$ cat src/rtl/dtb_pkg.sv
// Shared sizing, control/status types and capture FSM states for the Data Trace Buffer.
package dtb_pkg;

  localparam int TRB_WIDTH       = 32;
  localparam int TRB_DEPTH       = 32;
  localparam int TRB_MAX_TRACES  = 8;
  localparam int TRB_DELAY_BITS  = 2;
  localparam int TRB_NTRACE_BITS = 2;

  localparam int TRB_WADDR_BITS  = $clog2(TRB_DEPTH);
  localparam int TRB_POST_UNIT   = TRB_DEPTH / 4;
  localparam int TRB_POS_BITS    = $clog2(TRB_WIDTH);

  typedef struct packed {
    logic                       trg_mode;
    logic [TRB_DELAY_BITS-1:0]  trg_delay;
    logic [TRB_NTRACE_BITS-1:0] trg_num_traces;
  } control_t;

  typedef struct packed {
    logic                      trg_event;
    logic [TRB_POS_BITS-1:0]   event_pos;
    logic [TRB_WADDR_BITS-1:0] event_addr;
  } status_t;

  localparam control_t CONTROL_DEFAULT = '0;
  localparam status_t  STATUS_DEFAULT  = '0;

  typedef enum logic [1:0] {
    IDLE,
    ARMED,
    POST,
    DONE
  } capture_state_t;

  // Bits per sample for a given trace-count selector (1, 2, 4 or 8).
  function automatic logic [TRB_POS_BITS:0] sample_bits(input logic [TRB_NTRACE_BITS-1:0] nsel);
    return (TRB_POS_BITS+1)'(1) << nsel;
  endfunction

endpackage

$ cat src/rtl/dtb_sample_packer.sv
// Packs 1/2/4/8-bit samples LSB-first into TRB_WIDTH-bit words; flags the sample that completes a word.
module dtb_sample_packer
  import dtb_pkg::*;
(
  input  logic                       clk_i,
  input  logic                       rst_ni,
  input  logic [TRB_NTRACE_BITS-1:0] nsel_i,
  input  logic [TRB_MAX_TRACES-1:0]  sample_i,
  input  logic                       valid_i,
  input  logic                       clear_i,
  output logic [TRB_WIDTH-1:0]       word_o,
  output logic                       word_valid_o,
  output logic [TRB_POS_BITS-1:0]    offset_o
);

  logic [TRB_WIDTH-1:0]      r_acc;
  logic [TRB_POS_BITS-1:0]   r_offset;
  logic [TRB_POS_BITS:0]     w_n;
  logic [TRB_MAX_TRACES-1:0] w_mask;
  logic [TRB_WIDTH-1:0]      w_merged;
  logic                      w_end;

  always_comb begin
    w_mask = '0;
    case (nsel_i)
      2'd0:    w_mask = 8'h01;
      2'd1:    w_mask = 8'h03;
      2'd2:    w_mask = 8'h0F;
      default: w_mask = 8'hFF;
    endcase
  end

  assign w_n      = sample_bits(nsel_i);
  assign w_merged = r_acc | (TRB_WIDTH'(sample_i & w_mask) << r_offset);
  assign w_end    = (({1'b0, r_offset} + w_n) == (TRB_POS_BITS+1)'(TRB_WIDTH));

  // The completing sample is presented merged so the caller can register the full word this cycle.
  assign word_o       = w_merged;
  assign word_valid_o = valid_i & ~clear_i & w_end;
  assign offset_o     = r_offset;

  always_ff @(posedge clk_i or negedge rst_ni) begin
    if (!rst_ni) begin
      r_acc    <= '0;
      r_offset <= '0;
    end else if (clear_i) begin
      r_acc    <= '0;
      r_offset <= '0;
    end else if (valid_i) begin
      if (w_end) begin
        r_acc    <= '0;
        r_offset <= '0;
      end else begin
        r_acc    <= w_merged;
        r_offset <= r_offset + w_n[TRB_POS_BITS-1:0];
      end
    end
  end

endmodule

$ cat src/rtl/dtb_trace_capture.sv
// Trace capture front-end: trigger FSM, post-trigger window, circular BRAM write port and status.
//   state | meaning
//   IDLE  | no capture
//   ARMED | capturing, waiting for trigger
//   POST  | trigger seen, counting post-trigger words
//   DONE  | window complete (streaming continues if trg_mode=1)
module dtb_trace_capture
  import dtb_pkg::*;
(
  input  logic                      clk_i,
  input  logic                      rst_ni,
  input  logic                      arm_i,
  input  control_t                  control_i,
  input  logic [TRB_MAX_TRACES-1:0] trace_i,
  input  logic                      trace_valid_i,
  input  logic                      trigger_i,
  output status_t                   status_o,
  output logic                      busy_o,
  output logic                      done_o,
  output logic                      we_o,
  output logic [TRB_WADDR_BITS-1:0] waddr_o,
  output logic [TRB_WIDTH-1:0]      wdata_o
);

  capture_state_t            r_state;
  capture_state_t            w_state_nxt;
  control_t                  r_ctrl;
  status_t                   r_status;
  logic                      r_we;
  logic [TRB_WADDR_BITS-1:0] r_waddr;
  logic [TRB_WADDR_BITS-1:0] r_wptr;
  logic [TRB_WIDTH-1:0]      r_wdata;
  logic [TRB_WADDR_BITS-1:0] r_post_cnt;

  logic                      w_accept;
  logic                      w_trigger;
  logic                      w_word_valid;
  logic [TRB_WIDTH-1:0]      w_word;
  logic [TRB_POS_BITS-1:0]   w_offset;
  logic [TRB_WADDR_BITS-1:0] w_post_words;
  logic                      w_last_write;

  assign w_accept = trace_valid_i & ~arm_i &
                    ((r_state == ARMED) | (r_state == POST) | ((r_state == DONE) & r_ctrl.trg_mode));
  assign w_trigger = (r_state == ARMED) & trace_valid_i & trigger_i & ~arm_i;

  assign w_post_words = TRB_WADDR_BITS'(r_ctrl.trg_delay * TRB_POST_UNIT);
  // Every write seen in POST is the trigger word or a later one; the trigger word is write 0.
  assign w_last_write = (r_state == POST) & r_we & (r_post_cnt == w_post_words);

  dtb_sample_packer u_packer (
    .clk_i        (clk_i),
    .rst_ni       (rst_ni),
    .nsel_i       (r_ctrl.trg_num_traces),
    .sample_i     (trace_i),
    .valid_i      (w_accept),
    .clear_i      (arm_i),
    .word_o       (w_word),
    .word_valid_o (w_word_valid),
    .offset_o     (w_offset)
  );

  always_ff @(posedge clk_i or negedge rst_ni) begin
    if (!rst_ni) r_state <= IDLE;
    else         r_state <= w_state_nxt;
  end

  always_comb begin
    w_state_nxt = r_state;
    if (arm_i) begin
      w_state_nxt = ARMED;
    end else begin
      case (r_state)
        ARMED:   if (w_trigger) w_state_nxt = POST;
        POST:    if (w_last_write) w_state_nxt = DONE;
        default: w_state_nxt = r_state;
      endcase
    end
  end

  always_ff @(posedge clk_i or negedge rst_ni) begin
    if (!rst_ni) begin
      r_ctrl     <= CONTROL_DEFAULT;
      r_status   <= STATUS_DEFAULT;
      r_we       <= 1'b0;
      r_waddr    <= '0;
      r_wptr     <= '0;
      r_wdata    <= '0;
      r_post_cnt <= '0;
    end else begin
      r_we <= w_word_valid;
      if (w_word_valid) begin
        r_wdata <= w_word;
        r_waddr <= r_wptr;
      end
      if (arm_i) begin
        r_ctrl     <= control_i;
        r_status   <= STATUS_DEFAULT;
        r_wptr     <= '0;
        r_post_cnt <= '0;
      end else begin
        if (w_word_valid) r_wptr <= r_wptr + 1'b1;
        // The word being packed lands at r_wptr, even when the trigger sample completes it.
        if (w_trigger) r_status <= '{trg_event: 1'b1, event_pos: w_offset, event_addr: r_wptr};
        if ((r_state == POST) && r_we) r_post_cnt <= r_post_cnt + 1'b1;
      end
    end
  end

  assign status_o = r_status;
  assign busy_o   = (r_state == ARMED) | (r_state == POST);
  assign done_o   = (r_state == DONE);
  assign we_o     = r_we;
  assign waddr_o  = r_waddr;
  assign wdata_o  = r_wdata;

endmodule

$ cat config.mk
export PLATFORM = sky130hd
export DESIGN_NAME = dtb_trace_capture
export DESIGN_NICKNAME = d
export VERILOG_FILES = /design/src/rtl/dtb_pkg.sv /design/src/rtl/dtb_sample_packer.sv /design/src/rtl/dtb_trace_capture.sv
export SDC_FILE = /design/constraint.sdc
export NUM_CORES = 1
export LEC_CHECK = 0
export ABC_AREA = 1
export CAP_MARGIN = 20
export CORE_MARGIN = 1
export CORE_UTILIZATION = 50
export CTS_CLUSTER_DIAMETER = 150
export CTS_CLUSTER_SIZE = 25
export DETAILED_ROUTE_END_ITERATION = 8
export GPL_TIMING_DRIVEN = 0
export PLACE_DENSITY = 0.75
export SYNTH_ARGS = -nofsm -noshare
export SYNTH_HDL_FRONTEND = slang
export SYNTH_SLANG_ARGS = --single-unit
$ cat constraint.sdc
create_clock -name clk_i -period 2.2 [get_ports clk_i]
set_clock_uncertainty 0.2 [all_clocks]
set_input_delay 0.66 -clock clk_i [delete_from_list [all_inputs] [get_ports clk_i]]
set_output_delay 0.66 -clock clk_i [all_outputs]
set_load 0.1 [all_outputs]
==> results.cfg, run 1 <==
[status]
status = finished with violations
violations = setup timing

[cells_and_area]
mostFrequentLayoutCells = 202 x nand2_1, 99 x dfrtp_1, 85 x nand3_1, 70 x inv_1, 47 x nand2_2
layout.nets = 834
mostFrequentLayoutCell = nand2_1
instances_no_fill = 946
fin_area_mm2 = 0.007448
diodes = 0
drive_gt1_frac = 0.3000
areaGrowthSynthToFinish_pct = 36.88

[logic_synthesis]
yosysUniqueCellTypes = 36
synth_top_area_frac = 0.4737
yosysWarnings = 0
synth_area_mm2 = 0.005441
syn_inst = 695
synth_edf_count = 0
ys_seq_area_frac = 0.4737
synthTopCellsByArea = dfrtp_1 47%, nand2_1 17%, nand3_1 8.3%
syn_area_per_cell_um2 = 7.829
yosys.area.top_type = dfrtp_1
ys_async_sr_fraction = 1.000
ys_ff_latch = 103
synth_flop_cell = dfrtp_1
synth_nets = 723

[floorplanning]
ios = 69
num_rows = 37
core-area_mm2 = 0.01042
start_util = 0.5224
die-area_mm2 = 0.01130
die_height_um = 106.3
dieWidth_um = 106.3

[routing]
drt_iter0_markers = 496
wl_per_cell_um = 16.95
postRouteAntennaNets = 0
drt-pass1-iter-count = 7
vias_per_cell = 5.408
drc = 0
vias = 5116
wirelength_um = 16040

[setup_path]
worstReg2RegStart = r_ctrl[0]$_DFFE_PN0P_
start_kind = register
reg2reg_depth = 15
critPathArrivalTime_ns = 2.65
critPathKind = register to register
crit_path_max_fanout = 5
r2r_slack_ns = -0.34
r2r-end = wdata_o[23]$_DFFE_PN0P_
worstSetupEndpointType = register
crit_required_ns = 2.31

[grt]
use_met3 = 0.05150
grt-ovfl-total = 0
grt_max_degree = 65
grt_first_pass_wirelength_um = 24220
grt_most_used_layer = met2
track_usage = 0.2779
antenna_found_initial = 0
grtUsageMet1 = 0.3585
grt_pass1_vias = 4864
grt_use_met2 = 0.4583

[clock_network]
cts-hold-fix-buffers = 0
clkSlewWorstSetupHoldPaths_ns = 0.09
numCtsBuffers = 9
clockBufferDepth = 2
cts.sinks = 103
cts_root_buf = clkbuf_8
clock_latency_ns = 0.37
cts_max_level = 3
cts_tree = done

[power]
leakagePower_nw = 3.873
peakVddDrop_v = 0.0004711
power_density_mw_per_mm2 = 747.8

[sta]
finalMaxSlewViolations = 0
rsz0062_at_grt = yes
fmax_mhz = 393.8
layout_min_cycle_time_ns = 2.540
relSlewSlack = 0.5929
finalCritPeriodShare = 1.154
worst_pin_slew_ns = 0.6106
setup_viol = 75
layout_setup_ws_ns = -0.3395
hold_viol_final = 0

[placed_design]
dp_hpwl_um = 10540
dp.cells = 900
place_area_mm2 = 0.006376
routabilityCongestion = 0.9410
dp_slack_ns = -0.7484
io_buffers = 68

[job]
cap_viol_max_count = 0

[worst_hold_path]
hp-class = input port to async pin
==> Yosys cell counts (all sizes together) (3+ instances only) <==
cell type  count
clkbuf         8
nand2        264
a21oi          8
xor2           4
nand3         98
inv           86
o22ai          4
nor2          16
buf           24
nor3           3
dfrtp        103
o21ai         43
nand3b         4
nand4         11
ha             9
a31oi          3
==> worst max path at each step <==
stage                                     start                            end  cells past startpoint
after floorplan           r_ctrl[1]$_DFFE_PN0P_         wdata_o[0]$_DFFE_PN0P_                     15
after global placement                   rst_ni        wdata_o[30]$_DFFE_PN0P_                      1
after detailed placement                  arm_i  u_packer.r_acc[5]$_DFFE_PN0P_                     10
after CTS                 r_ctrl[1]$_DFFE_PN0P_        wdata_o[10]$_DFFE_PN0P_                     15
after global routing      r_ctrl[0]$_DFFE_PN0P_        wdata_o[23]$_DFFE_PN0P_                     15
final                     r_ctrl[0]$_DFFE_PN0P_        wdata_o[23]$_DFFE_PN0P_                     15
==> state kept, by name, summed over array words and instances, names as in the netlist <==
register and cells:
u_packer.r_acc 32, we_o 1, r_post_cnt 5, r_wptr 5
r_state 2, u_packer.offset_o 5, wdata_o 32, waddr_o 5
r_ctrl 5, status_o 11
==> metrics by stage <==
| step | setup TNS, ns | hold slack (ns) | util | power, mW |
|---|---|---|---|---|
| floorplan | -11.68 | 0.1644 | - | 3.365 |
| global placement | -413.91 | 0.2574 | 0.6097 | 3.817 |
| detailed placement | -50.77 | 0.2574 | 0.6121 | 3.846 |
| CTS | -24.19 | 0.08158 | 0.6710 | 5.327 |
| global route | -30.39 | 0.09964 | 0.7151 | 5.821 |
| finish | -21.96 | 0.06673 | 0.7151 | 5.570 |
==> area by class of cell <==
type                            instances  area [um2]
Clock buffer                            9       123.9
Buffer                                 31       254.0
Multi-Input combinational cell        474        2679
Tap cell                              136       170.2
Timing Repair Buffer                  100        1189
Sequential cell                       103        2582
Fill cell                             801        2968
Clock inverter                          6       86.33
Inverter                               87       364.1
==> cells by family after synthesis <==
| group | count (synthesis) | synth area share |
|---|---|---|
| XOR/XNOR | 5 | 0.008047 |
| AO/OA/AOI/OAI | 61 | 0.06737 |
| buffers and inverters | 119 | 0.09749 |
| adder cells (fa/ha/maj) | 10 | 0.02437 |
| flip-flops | 103 | 0.4737 |
| AND/OR/NAND/NOR | 397 | 0.3290 |
==> worst max-delay path, cell delays in order, from the launching register on <==
cell	delay, ns
dfrtp_2	0.40
clkinv_4	0.08
nand2_4	0.08
inv_4	0.03
ha_4	0.15
fa_1	0.45
inv_2	0.08
nand3_2	0.07
a21oi_4	0.14
nand3_4	0.11
buf_12	0.16
nor2_8	0.12
buf_12	0.14
clkbuf_16	0.16
nand2_2	0.06
nand2_1	0.05
==> what timing repair did <==
item                                    4_1_cts  5_1_grt
pin swaps                                    17       61
endpoints found under the setup margin      131       94
buffers inserted                             11       10
cloned                                        3        8
resized for setup                           217      103
==> metal layers <==
layer  up-vias  part of all wire
met5         -                 0
met4         0             0.029
met3        33             0.056
met2       202              0.48
met1      2460              0.43
li1       2421                 -
==> power breakdown <==
group | internal (mW) | switching (mW)
clock | 0.633 | 0.651
sequential | 1.99 | 0.0883
combinational | 0.719 | 1.49
Note: power is estimated with default switching activity, not from simulation.
==> inputs of run 2 (changes only) <==
MAX_ROUTING_LAYER = met4   (was unset)
==> results.cfg, run 2 (synthesis results as in run 1) <==
[status]
status = finished with violations
violations = setup timing

[placed_design]
routabilityCongestion = 0.9537
io_buffers = 68
dp.cells = 900
dp_slack_ns = -0.7408
dp_hpwl_um = 10850
place_area_mm2 = 0.006376

[clock_network]
cts_max_level = 3
clockBufferDepth = 2
clock_latency_ns = 0.37
cts_root_buf = clkbuf_8
cts-hold-fix-buffers = 0
cts.sinks = 103
numCtsBuffers = 9
clkSlewWorstSetupHoldPaths_ns = 0.10
cts_tree = done

[sta]
finalCritPeriodShare = 1.125
worst_pin_slew_ns = 0.5973
rsz0062_at_grt = yes
relSlewSlack = 0.6018
finalMaxSlewViolations = 0
fin_tns_setup_ns = -18.10
hold_viol_final = 0
setup_viol = 75
fmax_mhz = 403.9
layout_setup_ws_ns = -0.2761
layout_min_cycle_time_ns = 2.476

[floorplanning]
die-area_mm2 = 0.01130
dieWidth_um = 106.3
start_util = 0.5224
ios = 69
core-area_mm2 = 0.01042
die_height_um = 106.3
num_rows = 37

[setup_path]
max_stage_delay_ns = 0.45
critPathArrivalTime_ns = 2.54
worstSetupEndpointType = register
critPathKind = register to register
worstPathCellList = inv_4, nand2_4, inv_2, ha_4, fa_1, inv_2, nand3_2, a21oi_4, nand3_4, inv_4, nand2_8, buf_8, nand2_2, o21ai_2
crit_required_ns = 2.27
slowest_stage = dfrtp_2
crit_path_max_fanout = 10
start_kind = register

[job]
cap_viol_max_count = 0

[power]
leakagePower_nw = 3.714
peakVddDrop_v = 0.0004822
p_sw_frac = 0.4059
power_density_mw_per_mm2 = 782.4
p_clk_frac = 0.219
total_power_mw = 5.454
power_switching_mw = 2.214
combinationalPowerShare = 0.401
internal_power_mw = 3.241
seqPwrFrac = 0.379

[cells_and_area]
instances_no_fill = 936
mostFrequentLayoutCell = nand2_1
drive_gt1_frac = 0.2725
mostFrequentLayoutCells = 213 x nand2_1, 100 x dfrtp_1, 88 x nand3_1, 68 x inv_1, 40 x nand2_2
fin_area_mm2 = 0.006972
areaGrowthSynthToFinish_pct = 28.12
layout.nets = 823
fillers = 927
diodes = 0

[routing]
drt_iter0_markers = 383
wirelength_um = 15090
postRouteAntennaNets = 0
vias = 4942
drc = 0
drt-pass1-iter-count = 6
wl_per_cell_um = 16.13
vias_per_cell = 5.280

[grt]
grt_max_degree = 65
track_usage = 0.2973
grt-ovfl-total = 0
grt_pass1_vias = 4994
antenna_found_initial = 0
grt_first_pass_wirelength_um = 25020

[worst_hold_path]
hp-class = input port to async pin
==> run 2: cell types whose count changed in the layout (fill, tap and decap cells not counted), moves of 4 or more <==
cell             delta
clkdlybuf4s15_2    -17
nand2_1            +11
buf_2               +8
clkdlybuf4s18_2     +8
nand2_2             -7
clkbuf_16           -6
buf_12              -4
nand2_4             -4
==> run 2: area by class of cell <==
cell class,count,area [um2],share of cell area
multi-input cells,473,2591,0.3717
repair buffers,90,855.8,0.1228
well taps,136,170.2,0.02441
clock buffers,11,131.4,0.01884
plain buffers,31,239.0,0.03428
clock inverters,5,58.81,0.008435
inverters,87,344.1,0.04935
flip-flops and latches,103,2581,0.3702
==> run 2: path summary, 6_finish.rpt <==
path	cells past startpoint	to	startpoint	slack, ns
worst max-delay path	14	waddr_o[2]$_DFFE_PN0P_	r_ctrl[1]$_DFFE_PN0P_	-0.28
worst min-delay path	1	r_ctrl[2]$_DFFE_PN0P_	rst_ni	0.05
worst max register to register	14	waddr_o[2]$_DFFE_PN0P_	r_ctrl[1]$_DFFE_PN0P_	-0.28
worst min register to register	2	wdata_o[6]$_DFFE_PN0P_	wdata_o[6]$_DFFE_PN0P_	0.28
max in group asynchronous	2	u_packer.r_acc[27]$_DFFE_PN0P_	rst_ni	1.04
min in group clk_i	2	wdata_o[6]$_DFFE_PN0P_	wdata_o[6]$_DFFE_PN0P_	0.28
==> run 2: what timing repair did <==
action	in CTS	in global routing
buffers inserted	10	8
pin swaps	12	24
gates resized for setup	220	92
cloned	2	1
setup endpoints to repair	134	113
==> run 2: stage by stage <==
step                utilization  hold slack, ns
floorplan                     -          0.1644
finish                   0.6693         0.05246
CTS                      0.6639         0.07353
global placement         0.6097          0.2568
detailed placement       0.6121          0.2587
global route             0.6693         0.09729
==> run 2: critical path: cells and delay by family (launching register included) <==
kind / cells / cell delay [ns]
fa+ha+maj: 2 / 0.60
simple gates: 5 / 0.46
buf+inv: 5 / 0.46
flops: 1 / 0.45
compound gates: 2 / 0.20
==> run 2: power groups by stage <==
stage	sequential [mW]	clock [mW]	combinational [mW]
finish	2.07	1.20	2.19
global route	2.08	1.29	2.37
CTS	2.06	1.21	2.03
detailed placement	2.10	0	1.76
global placement	2.10	0	1.73
floorplan	2.18	0	1.18
==> run 2: layer usage <==
layer,share of wire,track usage
met1,0.45,0.3891
met2,0.50,0.4740
met3,0.043,0.04231
met4,0.014,0.1052
met5,0,-
==> RTL change, RTL diff (config.mk and constraints of run 1) <==
Change the package constant `TRB_NTRACE_BITS` from 2 to 3.
--- a/src/rtl/dtb_pkg.sv
+++ b/src/rtl/dtb_pkg.sv
@@ -7,3 +7,3 @@
   localparam int TRB_DELAY_BITS  = 2;
-  localparam int TRB_NTRACE_BITS = 2;
+  localparam int TRB_NTRACE_BITS = 3;
 
Interface: changed (resized control_i); port bits go from 69 to 70. No check against the original RTL was run, so the function may have changed too.
==> RTL change against run 1 <==
- the flow still finishes with violations (negative setup slack)
- power rose by 21%
- sequential share of layout area fell by 0.87 points
- sequential cell count rose by 1
- synthesized area fell by 0.74%
- setup slack got worse by 0.22 ns
- routed wire length rose by 7.1%
- design area rose by 3.5%
- critical path type unchanged
- largest power group unchanged
- highest routed layer unchanged
==> RTL change: results (changes against run 1) <==
Syn Area/Cell: 7.78 um2 (-0.59%)
FILL cells: 791 (-1.2%)
Worst Hold Class: in2async
Synth top cells by count: nand2_1, dfrtp_1, nand3_1, inv_1, o21ai_1
First-pass GRT wire length: 26.6 mm (+9.9%)
Avg WL per Cell: 18.0 um (+6.1%)
Vias in the first global route: 5297 (+8.9%)
Synth area leaders: dfrtp_1, nand2_1, nand3_1
CP delay by family, top: simple AND/OR/NAND/NOR gates
Worst-path clk slew: 0.12 ns (+0.03 ns)
DR DRC count: 0 (unchanged)
Later-pin clock latency in the skew report: 0.38 ns
Share of cells above drive strength 1: 32.7% (+2.7 points)
Root Driver: clkbuf_8
Clock buffer depth: 2 (unchanged)
Rel. slew slack: 48.7% (-11 points)
First-pass detailed-route iteration total: 5 (-2)
Critical path peak fanout: 7 (+2)
Asr flop ratio synth: 100% (unchanged)
Setup WS post-layout: -0.558 ns (-0.219 ns)
Dpl cell area: 0.00639 mm2 (+0.27%)
Number of DRC markers in iteration 0: 345 (-30%)
Largest family of logic cells by synthesized area: simple AND/OR/NAND/NOR gates
Number of antenna diodes: 0 (unchanged)
CTS H-Tree Depth: 3 (unchanged)
I/O Buffers: 69 (+1.5%)
DP Cell Count: 900 (unchanged)
All-Layer GR Usage: 31.1% (+3.3 points)
Synthesis Warnings: 0 (unchanged)
GPL Wtd Cong: 0.916 (-2.6%)
Post-synthesis net count: 724 (+0.14%)
Sequential fraction of the synthesis area: 48.2% (+0.81 points)
Slowest CP cell: fa_2
Maximum vdd drop: 0.000865 V (+84%)
Vias/cell: 5.56 (+2.9%)
Pin count of the biggest net entering global routing: 63 (-3.1%)
Setup TNS: -34.83 ns (-12.87 ns)
Worst EP arrival: 2.88 ns (+0.23 ns)
Synth unique cells: 38 (+5.6%)
Run status: complete, but fails checks
Fin nets: 845 (+1.3%)
Detailed Route WL: 17.2 mm (+7.1%)
Failing checks: negative setup slack
Adder-Cell Fraction of Synth Area: 2.69% (+0.25 points)
Multiplexer share of the synthesized area: 0% (unchanged)
TritonCTS Buffers: 9 (unchanged)
Initial antenna violation count: 0 (unchanged)
Max incr delay on CP: 0.46 ns
Setup Viol. Count Final: 76 (+1.3%)
Lkg Pwr: 3.60 nW (-7.1%)
Post-synthesis compound-gate area fraction: 10.5% (+3.8 points)
Hpwl dp: 10.8 mm (+2.7%)
Most used DFF post-synth: dfrtp_1
XOR/XNOR Fraction of Synth Area: 0.811% (+0.0060 points)
RTL change: cell types whose count changed after synthesis, sizes merged, moves of 4 or more:
cell   before  now
nor2       16   27
buf        24   20
a21oi       8   32
nand3      98   91
o21ai      43   54
nand2     264  216
RTL change: area by class of cell:
type	instances	area [um2]	area share, %
Inverter	92	357	4.63
Clock inverter	6	63.8	0.828
Timing Repair Buffer	110	1250	16.3
Buffer	30	262	3.39
Clock buffer	9	124	1.61
Sequential cell	104	2610	33.8
Tap cell	136	170	2.21
Multi-Input combinational cell	468	2870	37.3
RTL change: report_power, final:
part / internal (mW) / total (mW) / leakage [nW] / switching [mW]
registers: 2.10 / 2.25 / 1.43 / 0.149
clock network: 0.440 / 1.19 / 0.0929 / 0.749
logic: 0.971 / 3.28 / 2.08 / 2.31
total: 3.51 / 6.72 / 3.60 / 3.20
RTL change: repair_timing:
| action | in CTS | in global routing |
|---|---|---|
| setup buffers | 37 | 8 |
| gates cloned | 8 | 2 |
| pin swaps | 13 | 31 |
| resized for setup | 268 | 115 |
| endpoints found under the setup margin | 131 | 95 |
| endpoints found under the hold margin | 0 | 0 |
RTL change: kinds of logic (layout without fill, tap and decap cells):
| kind of cell | count (synthesis) | in the layout |
|---|---|---|
| AND/OR/NAND/NOR | 351 | 352 |
| buffers and inverters | 123 | 247 |
| flip-flops | 104 | 104 |
| AO/OA/AOI/OAI | 100 | 100 |
| adder cells (fa/ha/maj) | 11 | 11 |
| XOR/XNOR | 5 | 5 |
RTL change: worst paths after layout:
| kind | cells past startpoint | slack (ns) | end | from |
|---|---|---|---|---|
| setup / recovery | 14 | -0.56 | r_wptr[2]$_DFFE_PN0P_ | r_ctrl[0]$_DFFE_PN0P_ |
| hold / removal | 1 | 0.06 | u_packer.offset_o[2]$_DFFE_PN0P_ | rst_ni |
| setup reg to reg | 14 | -0.56 | r_wptr[2]$_DFFE_PN0P_ | r_ctrl[0]$_DFFE_PN0P_ |
| hold reg to reg | 2 | 0.28 | r_ctrl[5]$_DFFE_PN0P_ | r_ctrl[5]$_DFFE_PN0P_ |
| max in group asynchronous | 2 | 1.02 | u_packer.r_acc[11]$_DFFE_PN0P_ | rst_ni |
| min in group clk_i | 2 | 0.28 | r_ctrl[5]$_DFFE_PN0P_ | r_ctrl[5]$_DFFE_PN0P_ |
RTL change: per-stage QoR:
stage / hold WS [ns] / util [%] / setup slack [ns]
2_1_floorplan: 0.164 / - / -0.132
3_3_place_gp: 0.253 / 61.1 / -4.01
3_5_place_dp: 0.259 / 61.4 / -0.994
4_1_cts: 0.0912 / 71.2 / -0.412
5_1_grt: 0.106 / 74.0 / -0.612
6_report: 0.0589 / 74.0 / -0.558
RTL change: layer usage:
layer,wire (um),GRT usage [%]
met1,7050,40.2
met2,8470,52.1
met3,1140,5.46
met4,519,12.1
met5,0,0
